<file path="config.mk">
export PLATFORM = sky130hd
export DESIGN_NAME = pipeline_controller
export DESIGN_NICKNAME = d
export VERILOG_FILES = /design/src/rtl/pipeline_controller.sv
export SDC_FILE = /design/constraint.sdc
export NUM_CORES = 1
export LEC_CHECK = 0
export ABC_AREA = 1
export BUFFER_PORTS_ARGS = -buffer_cell sky130_fd_sc_hd__buf_2
export CORE_MARGIN = 4
export CORE_UTILIZATION = 45
export CTS_CLUSTER_DIAMETER = 150
export DETAILED_ROUTE_END_ITERATION = 8
export PLACE_DENSITY = 0.72
export RECOVER_POWER = 100
export SKIP_LAST_GASP = 1
export SLEW_MARGIN = 20
export SYNTH_ARGS = -nofsm -noshare
export SYNTH_HDL_FRONTEND = slang
export SYNTH_SLANG_ARGS = --single-unit
</file>
<file path="constraint.sdc">
create_clock -name clk -period 1.7 [get_ports clk]
set_clock_uncertainty 0.05 [all_clocks]
set_input_delay 0.51 -clock clk [delete_from_list [all_inputs] [get_ports clk]]
set_output_delay 0.51 -clock clk [all_outputs]
set_load 0.1 [all_outputs]
</file>
<file path="src/rtl/pipeline_controller.sv">
// -----------------------------------------------------------------------------
// pipeline_controller
//
// Purpose:
//   Sequences a 5-stage MIPS pipeline (IF/ID/EX/MEM/WB). Commands start a
//   continuous run, pause it, or advance a single cycle. While executing it
//   detects load-use hazards and stalls by inserting an ID/EX bubble. When a
//   HALT is fetched it stops fetching and lets the instructions already in
//   flight retire before parking in DONE.
//
// Ports:
//   clk, rst        clock; synchronous active-high reset
//   cmd_run         pulse: enter continuous run
//   cmd_step        pulse: execute exactly one cycle
//   cmd_stop        pulse: pause continuous run after the current cycle
//   halt_fetched    IF stage holds a HALT opcode this cycle
//   id_ex_mem_read  instruction in EX is a load
//   id_ex_rt        destination register of that load
//   if_id_rs/rt     source registers of the instruction in ID
//   pc_en           PC write enable
//   if_id_en        IF/ID write enable
//   if_id_flush     load a NOP into IF/ID
//   id_ex_flush     load a NOP into ID/EX
//   pipe_en         enable for ID/EX, EX/MEM, MEM/WB and register-file write
//   running         controller is in continuous run
//   halted          controller has finished draining after HALT
//   cycle_count     number of cycles with pipe_en=1, saturating
// -----------------------------------------------------------------------------
module pipeline_controller #(
    parameter int REG_ADDR_BITS = 5,
    parameter int DRAIN_CYCLES  = 4,
    parameter int CNT_BITS      = 32
) (
    input  logic                     clk,
    input  logic                     rst,
    input  logic                     cmd_run,
    input  logic                     cmd_step,
    input  logic                     cmd_stop,
    input  logic                     halt_fetched,
    input  logic                     id_ex_mem_read,
    input  logic [REG_ADDR_BITS-1:0] id_ex_rt,
    input  logic [REG_ADDR_BITS-1:0] if_id_rs,
    input  logic [REG_ADDR_BITS-1:0] if_id_rt,
    output logic                     pc_en,
    output logic                     if_id_en,
    output logic                     if_id_flush,
    output logic                     id_ex_flush,
    output logic                     pipe_en,
    output logic                     running,
    output logic                     halted,
    output logic [CNT_BITS-1:0]      cycle_count
);

    // Width large enough to hold DRAIN_CYCLES-1.
    localparam int DW = (DRAIN_CYCLES > 1) ? $clog2(DRAIN_CYCLES) : 1;

    typedef enum logic [2:0] {
        ST_IDLE,
        ST_RUN,
        ST_STEP,
        ST_DRAIN,
        ST_DONE
    } state_t;

    state_t              r_state;
    state_t              w_state_next;
    logic [DW-1:0]       r_drain_cnt;
    logic [DW-1:0]       w_drain_cnt_next;
    logic [CNT_BITS-1:0] r_cycle_count;

    logic w_hazard;
    logic w_pc_en;
    logic w_if_id_en;
    logic w_if_id_flush;
    logic w_id_ex_flush;
    logic w_pipe_en;

    // Load-use hazard: the load in EX writes a register the instruction in
    // ID reads. $0 is hard-wired to zero so it never creates a dependency.
    assign w_hazard = id_ex_mem_read
                    && (id_ex_rt != '0)
                    && ((id_ex_rt == if_id_rs) || (id_ex_rt == if_id_rt));

    always_comb begin
        w_state_next     = r_state;
        w_drain_cnt_next = r_drain_cnt;
        w_pc_en          = 1'b0;
        w_if_id_en       = 1'b0;
        w_if_id_flush    = 1'b0;
        w_id_ex_flush    = 1'b0;
        w_pipe_en        = 1'b0;

        case (r_state)
            ST_IDLE: begin
                if (cmd_run) begin
                    w_state_next = ST_RUN;
                end else if (cmd_step) begin
                    w_state_next = ST_STEP;
                end
            end

            ST_RUN, ST_STEP: begin
                w_pipe_en = 1'b1;
                if (halt_fetched) begin
                    // Stop fetching; IF/ID captures a NOP in place of HALT so
                    // only the older instructions go on to retire.
                    w_if_id_en       = 1'b1;
                    w_if_id_flush    = 1'b1;
                    w_drain_cnt_next = DW'(DRAIN_CYCLES - 1);
                    w_state_next     = ST_DRAIN;
                end else begin
                    // Stall: hold PC and IF/ID, bubble into ID/EX.
                    w_pc_en       = ~w_hazard;
                    w_if_id_en    = ~w_hazard;
                    w_id_ex_flush = w_hazard;
                    if (r_state == ST_STEP || cmd_stop) begin
                        w_state_next = ST_IDLE;
                    end
                end
            end

            ST_DRAIN: begin
                w_pipe_en     = 1'b1;
                w_if_id_flush = 1'b1;
                if (r_drain_cnt == '0) begin
                    w_state_next = ST_DONE;
                end else begin
                    w_drain_cnt_next = r_drain_cnt - DW'(1);
                end
            end

            ST_DONE: begin
                w_state_next = ST_DONE;
            end

            default: begin
                w_state_next = ST_IDLE;
            end
        endcase
    end

    always_ff @(posedge clk) begin
        if (rst) begin
            r_state       <= ST_IDLE;
            r_drain_cnt   <= '0;
            r_cycle_count <= '0;
        end else begin
            r_state     <= w_state_next;
            r_drain_cnt <= w_drain_cnt_next;
            if (w_pipe_en && (r_cycle_count != '1)) begin
                r_cycle_count <= r_cycle_count + CNT_BITS'(1);
            end
        end
    end

    assign pc_en       = w_pc_en;
    assign if_id_en    = w_if_id_en;
    assign if_id_flush = w_if_id_flush;
    assign id_ex_flush = w_id_ex_flush;
    assign pipe_en     = w_pipe_en;
    assign running     = (r_state == ST_RUN);
    assign halted      = (r_state == ST_DONE);
    assign cycle_count = r_cycle_count;

endmodule
</file>
==> results of run 1 <==
layout make-up:
| type | count | area [sq um] |
|---|---|---|
| multi-input combinational | 323 | 2017 |
| fill | 360 | 1167 |
| timing repair buffer | 95 | 864.6 |
| sequential | 37 | 838.3 |
| inverter | 30 | 115.1 |
| tap | 70 | 87.58 |
| clock buffer | 6 | 72.57 |
| clock inverter | 2 | 10.01 |
cells by family after synthesis:
family                     Yosys count  share of synthesized area (%)
xor gates and xnor gates            14                          5.049
adders and majority gates            2                          1.030
DFF                                 37                          30.50
and+or+nand+nor                    271                          49.00
AOI/OAI and AO/OA                   33                          7.161
buffers and inverters               39                          7.264
repair_timing:
item                                    4_1_cts  5_1_grt
setup buffers                                 3       10
gates cloned                                  0        5
gates resized for setup                      24       78
endpoints found under the setup margin       16       38
pin swaps                                    13       37
synth_stat cells (2+ instances only):
cell type	n
nand2_1	109
nor2_1	93
dfxtp_1	37
nand3_1	32
inv_1	27
a21oi_1	23
nand4_1	10
xor2_1	10
nand2_2	6
nor2_2	6
o21ai_0	5
a31oi_1	4
nand3b_1	4
nor3_1	4
xnor2_1	4
buf_2	3
buf_6	3
nand3_2	3
nor2_4	3
clkbuf_1	2
clkinv_1	2
ha_1	2
power by group through the flow:
stage | Clock [W] | Combinational [W] | Sequential (W)
after floorplan | 0 | 0.000554 | 0.000996
after global placement | 0 | 0.000963 | 0.000922
after detailed placement | 0 | 0.000978 | 0.000924
after CTS | 0.000617 | 0.00102 | 0.000917
after global routing | 0.000656 | 0.00120 | 0.000921
final | 0.000600 | 0.00114 | 0.000916
flip-flops by register name, summed over array words and instances (netlist names):
register     cells
cycle_count     32
r_drain_cnt      2
r_state          3
cells in the final DEF, fill, tap and decap left out, types with 5 or more instances in the layout:
cell | netlist | routed
inv_1 | 27 | 25
xor2_1 | 10 | 8
nand2_1 | 109 | 85
buf_4 | 1 | 28
nor2_4 | 3 | 15
buf_2 | 3 | 33
clkbuf_8 | 0 | 5
dfxtp_4 | 0 | 22
buf_6 | 3 | 11
nand3_1 | 32 | 17
buf_12 | 0 | 12
nand2_2 | 6 | 19
nand2_4 | 0 | 9
dfxtp_2 | 0 | 12
nand4_1 | 10 | 10
nor2_1 | 93 | 81
nor2_2 | 6 | 6
nand3_2 | 3 | 15
a21oi_2 | 0 | 19
clkbuf_4 | 0 | 8
per-stage QoR:
| step | setup WS [ps] | TNS, ps | total power (W) |
|---|---|---|---|
| final | -368.4 | -2737 | 0.002654 |
| after global routing | -418.3 | -5944 | 0.002781 |
| after CTS | -327.1 | -1356 | 0.002554 |
| after detailed placement | -394.4 | -1400 | 0.001902 |
| after global placement | -334.7 | -927.3 | 0.001885 |
| after floorplan | -352.7 | -1890 | 0.001550 |
worst register-to-register path, cell delays in order (launching register included):
cell      delay, ps
dfxtp_1         480
nand2_1         140
nor2_1          160
nand2_2         130
nor2_2          190
nand2_4         130
buf_12          180
nand3b_1        100
nand2_1          60
nand2_1          50
nor2_1           40
how the worst min path moves through the flow:
| stage | start | end | slack [ps] |
|---|---|---|---|
| after detailed placement | cycle_count[31] | cycle_count[31] | 430 |
| after CTS | r_drain_cnt[0] | r_drain_cnt[0] | 450 |
| final | r_drain_cnt[0] | r_drain_cnt[0] | 440 |
| after global placement | r_drain_cnt[0] | r_drain_cnt[0] | 420 |
| after floorplan | r_drain_cnt[0] | r_drain_cnt[0] | 400 |
| after global routing | cycle_count[5] | cycle_count[5] | 470 |
per-layer routing:
| metal | vias to the layer above | global-route usage (%) | share of wire, % |
|---|---|---|---|
| li1 | 1475 | - | - |
| met1 | 1363 | 27.99 | 40 |
| met2 | 129 | 39.58 | 50 |
| met3 | 20 | 4.496 | 7.3 |
| met4 | 0 | 7.770 | 2.4 |
| met5 | - | 0 | 0 |
==> impl_metrics.json, run 1 <==
{
  "outcome": "finished with violations",
  "violations": "setup timing",
  "wl_per_cell_um": 14.18,
  "ios": 61,
  "numCtsBuffers": 5,
  "ys_top_cells_by_area": "dfxtp_1, nand2_1, nor2_1",
  "dr_total_vias": 2987,
  "grt_pass1_wl_mm": 11.81,
  "clk_latency_ps": 290,
  "vdd.ir_drop.worst_uv": 535.3,
  "core_sq_um": 5172,
  "rr_startpoint": "cycle_count[21]",
  "placementRows": 26,
  "path_depth": 9,
  "stdcell_count": 563,
  "p_per_area_nw_per_um2": 662.6,
  "die-area_sq_um": 6637,
  "place_congestion": 0.9277,
  "cts_hold_buf": 0,
  "wl_mm": 7.984,
  "pwr-share-comb_pct": 42.9,
  "switching_share_pct": 39.37,
  "syn_area_sq_um": 2429,
  "r2r-end": "cycle_count[14]",
  "cp_cell_sequence": "buf_6 > xor2_1 > nor2_1 > nand3_1 > nand2_1 > nand2_2 > nand2_4 > nor2_4 > buf_12",
  "seq_area_frac_synth_pct": 30.50,
  "hp-class": "flip-flop to flip-flop",
  "synth-main-ff-cell": "dfxtp_1",
  "finalWorstSetupSlack_ps": -368.4,
  "synthesis.nets": 420,
  "ys_ff_latch": 37,
  "timing.fmax_mhz": 483.5,
  "synth_cells": 396,
  "rsz0062_at_grt": "true",
  "place_area_sq_um": 3371,
  "synth_area_leader_cell": "dfxtp_1",
  "syn_area_per_cell_sq_um": 6.133,
  "h-tree-depth": 2,
  "slew-limit-headroom_pct": 66.93,
  "cp_max_fo": 2,
  "crit_required_ps": 1140,
  "clkSinkCount": 37,
  "max_stage_delay_ps": 180,
  "path_buf_inv": 2,
  "cp-startpoint": "if_id_rs[0]",
  "stdcell_area_sq_um": 4005,
  "ant_nets": 0,
  "r2r_slack_ps": -90,
  "grt.total_usage_pct": 22.80,
  "seq_power_share_pct": 34.5,
  "critPathArrivalTime_ps": 1510,
  "area_growth_pct": 64.91,
  "cap_violations": 0,
  "cts_buffer_depth": 2,
  "grt_max_degree": 26,
  "hold_viol": 0,
  "setup_viol": 36,
  "switchingPower_w": 0.001045,
  "cts_tree": "yes",
  "post-place-cells": 539,
  "hpwlAfterDp_mm": 5.402,
  "final_nets": 516,
  "fin_hold_ws_ps": 441.9,
  "drc": 0,
  "cts_root_buffer": "clkbuf_8",
  "r2r_cells": 10,
  "diodes": 0,
  "firstDrtPassIters": 4,
  "drt_iter0_markers": 265,
  "grt_pass1_vias": 2672,
  "worstSetupEndpointType": "output pin",
  "cpMaxStageDelayCell": "buf_12",
  "path_clk_slew_ps": 70,
  "start_util_pct": 46.95,
  "async_flop_share_pct": 0,
  "ys_types": 26,
  "ys.warnings.count": 0,
  "drive_gt1_share_pct": 47.87,
  "timing.final.crit_share_pct": 121.7,
  "crit_type": "primary input to output pin",
  "cpLargestDelayFamily": "simple AND/OR/NAND/NOR gates",
  "antenna_found_initial": 0,
  "worst_slew_pin_slew_ps": 499.4,
  "p_clk_share_pct": 22.6,
  "min_period_ps": 2068,
  "utilization_pct": 77.43,
  "p_leak_nw": 1.684,
  "yosys.area.top_type_share_pct": 30.50,
  "synth_edf_count": 0,
  "slew_violations": 0,
  "port_buffers": 60,
  "start_kind": "primary input",
  "crit_end": "pc_en",
  "viasPerCell": 5.306,
  "whs_path_depth": 2,
  "grt-ovfl-total": 0,
  "die_w_um": 81.47,
  "p_int_w": 0.001609,
  "die_h_um": 81.47
}
Power figures use the tool's default switching activity.
==> run 2, diff against run 1 <==
--- a/config.mk
+++ b/config.mk
@@ -7,11 +7,14 @@
 export LEC_CHECK = 0
 export ABC_AREA = 1
 export BUFFER_PORTS_ARGS = -buffer_cell sky130_fd_sc_hd__buf_2
-export CORE_MARGIN = 4
-export CORE_UTILIZATION = 45
+export CELL_PAD_IN_SITES_DETAIL_PLACEMENT = 0
+export CELL_PAD_IN_SITES_GLOBAL_PLACEMENT = 1
+export CORE_ASPECT_RATIO = 1.1
+export CORE_MARGIN = 10
+export CORE_UTILIZATION = 33
 export CTS_CLUSTER_DIAMETER = 150
 export DETAILED_ROUTE_END_ITERATION = 8
-export PLACE_DENSITY = 0.72
+export PLACE_DENSITY_LB_ADDON = 0.1
 export RECOVER_POWER = 100
 export SKIP_LAST_GASP = 1
 export SLEW_MARGIN = 20
==> impl_metrics.json, run 2 (synthesis gave the netlist of run 1 again) <==
{
  "place_congestion": 0.8564,
  "die_w_um": 101.8,
  "min_period_ps": 2014,
  "cts_buffer_depth": 2,
  "outcome": "finished with violations",
  "rsz0062_at_grt": "true",
  "worst_slew_pin_slew_ps": 488.1,
  "start_util_pct": 34.27,
  "placementRows": 32,
  "wl_mm": 8.523,
  "finalWorstSetupSlack_ps": -313.9,
  "ant_nets": 0,
  "switching_share_pct": 39.05,
  "vdd.ir_drop.worst_uv": 824.8,
  "core_sq_um": 7087,
  "viasPerCell": 4.873,
  "switchingPower_w": 0.001065,
  "final_nets": 538,
  "h-tree-depth": 2,
  "dr_total_vias": 2924,
  "violations": "setup timing",
  "dp_slack_ps": -377.7,
  "slew_violations": 0,
  "timing.fmax_mhz": 496.6,
  "numCtsBuffers": 5,
  "grt_max_degree": 27,
  "setup_viol": 13,
  "pwr-share-comb_pct": 41.5,
  "hp-class": "flip-flop to flip-flop",
  "busiest_layer": "met2",
  "critPathArrivalTime_ps": 1450,
  "cts_root_buffer": "clkbuf_8",
  "final_common_cell": "nand2_1",
  "cp_max_fo": 3,
  "ios": 61,
  "power_w": 0.002727,
  "p_clk_share_pct": 24.6,
  "antenna_found_initial": 0,
  "hold_viol": 0,
  "p_leak_nw": 1.685,
  "layout_common_cells": "nand2_1, nor2_1, buf_4",
  "use_met2_pct": 26.97,
  "drive_gt1_share_pct": 46.41,
  "crit_type": "primary input to output pin",
  "utilization_pct": 57.54,
  "wl_per_cell_um": 14.21,
  "gr-usage-met1_pct": 17.31,
  "clk_latency_ps": 300,
  "drt_iter0_markers": 119,
  "grt_pass1_vias": 2771,
  "cap_violations": 0,
  "timing.final.crit_share_pct": 118.5,
  "firstDrtPassIters": 4,
  "die_h_um": 110.0,
  "grt-ovfl-total": 0,
  "seq_power_share_pct": 34.0,
  "grt.total_usage_pct": 15.19,
  "grt_pass1_wl_mm": 13.55,
  "clkSinkCount": 37,
  "p_per_area_nw_per_um2": 668.7,
  "start_kind": "primary input",
  "path_clk_slew_ps": 70,
  "largest_reg_flops": 32,
  "cts_tree": "yes",
  "grtUsageMet3_pct": 4.857,
  "slew-limit-headroom_pct": 67.69,
  "drc": 0,
  "p_int_w": 0.001662,
  "area_growth_pct": 67.90,
  "port_buffers": 60,
  "crit_required_ps": 1140,
  "die-area_sq_um": 11190,
  "worstSetupEndpointType": "output pin",
  "diodes": 0,
  "stdcell_count": 600,
  "hpwlAfterDp_mm": 6.414,
  "post-place-cells": 575
}
-- run 2: cell types whose count changed in the layout (fill, tap and decap cells not counted), sizes merged --
| cell | change |
|---|---|
| clkinv | -2 |
| buf | +21 |
| inv | -1 |
| clkinvlp | +1 |
| nand3b | -3 |
| nand2 | +1 |
| clkbuf | +5 |
-- run 2: routing by layer --
metal  share of wire (%)  routed length [um]
met1                  42                3559
met2                  50                4250
met3                 7.3                 619
met4                 1.1                  93
met5                   0                   0
-- run 2: cell type report --
| cell class | count | area [sq um] |
|---|---|---|
| multi-input cells | 321 | 1874 |
| flip-flops and latches | 37 | 814.5 |
| well taps | 85 | 106.4 |
| repair buffers | 119 | 1076 |
| clock buffers | 8 | 90.09 |
| fillers | 697 | 3009 |
| inverters | 30 | 116.4 |
-- run 2: worst paths after layout --
path / cells past startpoint / start / slack (ps) / end
max: 9 / id_ex_rt[4] / -310 / pc_en
min: 2 / r_drain_cnt[0] / 440 / r_drain_cnt[0]
max reg2reg: 9 / r_state[1] / -50 / cycle_count[25]
min reg2reg: 2 / r_drain_cnt[0] / 440 / r_drain_cnt[0]
-- run 2: power by group through the flow --
| stage | clock (W) | combinational (W) | sequential (W) |
|---|---|---|---|
| floorplan | 0 | 0.000554 | 0.000996 |
| global placement | 0 | 0.000982 | 0.000927 |
| detailed placement | 0 | 0.000988 | 0.000928 |
| CTS | 0.000690 | 0.00107 | 0.000914 |
| global route | 0.000728 | 0.00120 | 0.000930 |
| finish | 0.000670 | 0.00113 | 0.000926 |
-- run 2: critical path, stage by stage --
cell and delay (ps):
buf_4 120, xor2_1 120, nor2_1 60, nand3_1 70
nand2_1 60, nand2_2 120, nand2_4 80, nor2_4 130
buf_12 180
-- run 2: through the flow --
stage	TNS (ps)	area (sq um)	hold slack [ps]
after floorplan	-1890	2708	404.6
after global placement	-1034	3755	413.7
after detailed placement	-1164	3755	426.1
after CTS	-1536	3984	441.0
after global routing	-4448	4078	463.2
final	-1521	4078	436.2
-- run 2: timing repair --
item                       in CTS  in global routing
setup buffers                   6                  9
resized for setup              24                 52
hold buffers                    0                  0
pin swaps                      18                 29
gates cloned                    0                  2
setup endpoints to repair      25                 39
==> run 3, diff against run 2 <==
--- a/config.mk
+++ b/config.mk
@@ -14,8 +14,9 @@
 export CORE_UTILIZATION = 33
 export CTS_CLUSTER_DIAMETER = 150
 export DETAILED_ROUTE_END_ITERATION = 8
-export PLACE_DENSITY_LB_ADDON = 0.1
+export PLACE_DENSITY_LB_ADDON = 0.15
 export RECOVER_POWER = 100
+export SETUP_SLACK_MARGIN = 0.4
 export SKIP_LAST_GASP = 1
 export SLEW_MARGIN = 20
 export SYNTH_ARGS = -nofsm -noshare
==> impl_metrics.json, run 3 (synthesis gave the netlist of run 1 again) <==
{
  "dp_slack_ps": -367.8,
  "cts_buffer_depth": 2,
  "grt_pass1_vias": 3325,
  "rsz0062_at_grt": "true",
  "final_common_cell": "nand2_1",
  "hp-class": "flip-flop to flip-flop",
  "antenna_found_initial": 0,
  "final_nets": 564,
  "r2r_cells": 11,
  "violations": "setup timing",
  "placementRows": 32,
  "core_sq_um": 7087,
  "vdd.ir_drop.worst_uv": 838.6,
  "wl_mm": 9.973,
  "drt_iter0_markers": 126,
  "numCtsBuffers": 5,
  "min_period_ps": 2026,
  "cap_violations": 0,
  "port_buffers": 60,
  "ios": 61,
  "setup_viol": 36,
  "p_per_area_nw_per_um2": 596.4,
  "viasPerCell": 5.075,
  "start_kind": "primary input",
  "p_leak_nw": 1.880,
  "clk_latency_ps": 290,
  "die_w_um": 101.8,
  "r2r-end": "cycle_count[20]",
  "cp_max_fo": 3,
  "slew-limit-headroom_pct": 71.43,
  "crit_type": "primary input to output pin",
  "critPathArrivalTime_ps": 1470,
  "stdcell_area_sq_um": 4697,
  "whs_path_depth": 2,
  "worstSetupEndpointType": "output pin",
  "h-tree-depth": 2,
  "drive_gt1_share_pct": 57.49,
  "start_util_pct": 34.27,
  "cts_tree": "yes",
  "area_growth_pct": 93.41,
  "outcome": "finished with violations",
  "hold_path_end": "cycle_count[3]",
  "dr_total_vias": 3177,
  "grt_pass1_wl_mm": 15.59,
  "largest_reg_flops": 32,
  "grt.total_usage_pct": 17.34,
  "worst_slew_pin_slew_ps": 425.3,
  "timing.fmax_mhz": 493.5,
  "crit_required_ps": 1140,
  "grt_max_degree": 27,
  "clkSinkCount": 37,
  "die-area_sq_um": 11190,
  "timing.final.crit_share_pct": 119.2,
  "slew_violations": 0,
  "ant_nets": 0,
  "wl_per_cell_um": 15.93,
  "path_clk_slew_ps": 70,
  "cts_hold_buf": 0,
  "place_area_sq_um": 3735,
  "diodes": 0,
  "utilization_pct": 66.28,
  "grt-ovfl-total": 0,
  "drc": 0,
  "die_h_um": 110.0,
  "layout_common_cells": "nand2_1, nor2_1, buf_4",
  "place_congestion": 0.8388,
  "rr_startpoint": "cycle_count[1]",
  "r2r_slack_ps": -130,
  "hold_viol": 0,
  "cts_root_buffer": "clkbuf_8",
  "holdCritStartpoint": "cycle_count[3]",
  "hpwlAfterDp_mm": 6.367,
  "firstDrtPassIters": 4,
  "finalWorstSetupSlack_ps": -326.4
}
## run 3: cell count changes in the layout (fill, tap and decap cells not counted), moves of 5 or more
cell,before,now
nand3_1,21,10
buf_2,21,14
a21oi_2,12,17
dfxtp_4,13,26
a21oi_1,11,5
nand3_2,11,16
nand3_4,3,9
nor2_1,79,71
nand2_2,13,26
buf_6,15,40
dfxtp_2,20,8
nand2_1,95,78
clkbuf_4,11,18
## run 3: critical path, cell delays in order
cell	delay [ps]
buf_6	100
xor2_1	150
nor2_1	60
nand3_1	80
nand2_1	70
nand2_2	120
nand2_4	70
nor2_4	130
buf_12	180
## run 3: how the worst max path moves through the flow
stage / to / slack, ps / depth (start not counted) / startpoint
2_1_floorplan: pc_en / -350 / 7 / if_id_rt[4]
3_3_place_gp: pc_en / -360 / 9 / id_ex_rt[0]
3_5_place_dp: pc_en / -370 / 9 / id_ex_rt[3]
4_1_cts: if_id_en / -320 / 9 / if_id_rs[0]
5_1_grt: pc_en / -400 / 9 / if_id_rs[2]
6_report: pc_en / -330 / 9 / id_ex_rt[0]
## run 3: area by class of cell
type                    instances  area (sq um)
repair buffers                145          1404
fillers                       596          2390
multi-input cells             321          2142
clock buffers                   8         80.08
inverters                      30         116.4
well taps                      85         106.4
flip-flops and latches         37         848.3
## run 3: metrics by stage
stage / std cells / hold slack (ps) / power [W] / TNS (ps)
2_1_floorplan: 396 / 404.6 / 0.001605 / -2166
3_3_place_gp: 577 / 410.9 / 0.001931 / -1506
3_5_place_dp: 577 / 424.4 / 0.001937 / -1954
4_1_cts: 617 / 451.8 / 0.002703 / -1500
5_1_grt: 626 / 473.9 / 0.002916 / -6455
6_report: 626 / 449.0 / 0.002801 / -3449
## run 3: timing repair
item	4_1_cts	5_1_grt
pin swaps	47	44
gates cloned	2	1
setup endpoints to repair	76	76
gates resized for setup	176	56
setup buffers	30	8
endpoints found under the hold margin	0	0
## run 3: report_power, final
part / switching, W / total [W] / internal, W
Sequential: 0.0000361 / 0.000907 / 0.000871
Combinational: 0.000759 / 0.00127 / 0.000515
Clock: 0.000328 / 0.000620 / 0.000292
Total: 0.00112 / 0.00280 / 0.00168
## run 3: routing by layer
layer | vias up | routed length, um | global-route usage [%]
li1 | 1556 | - | -
met1 | 1503 | 3697 | 18.44
met2 | 96 | 5329 | 32.61
met3 | 22 | 662 | 3.985
met4 | 0 | 284 | 6.339
met5 | - | 0 | 0
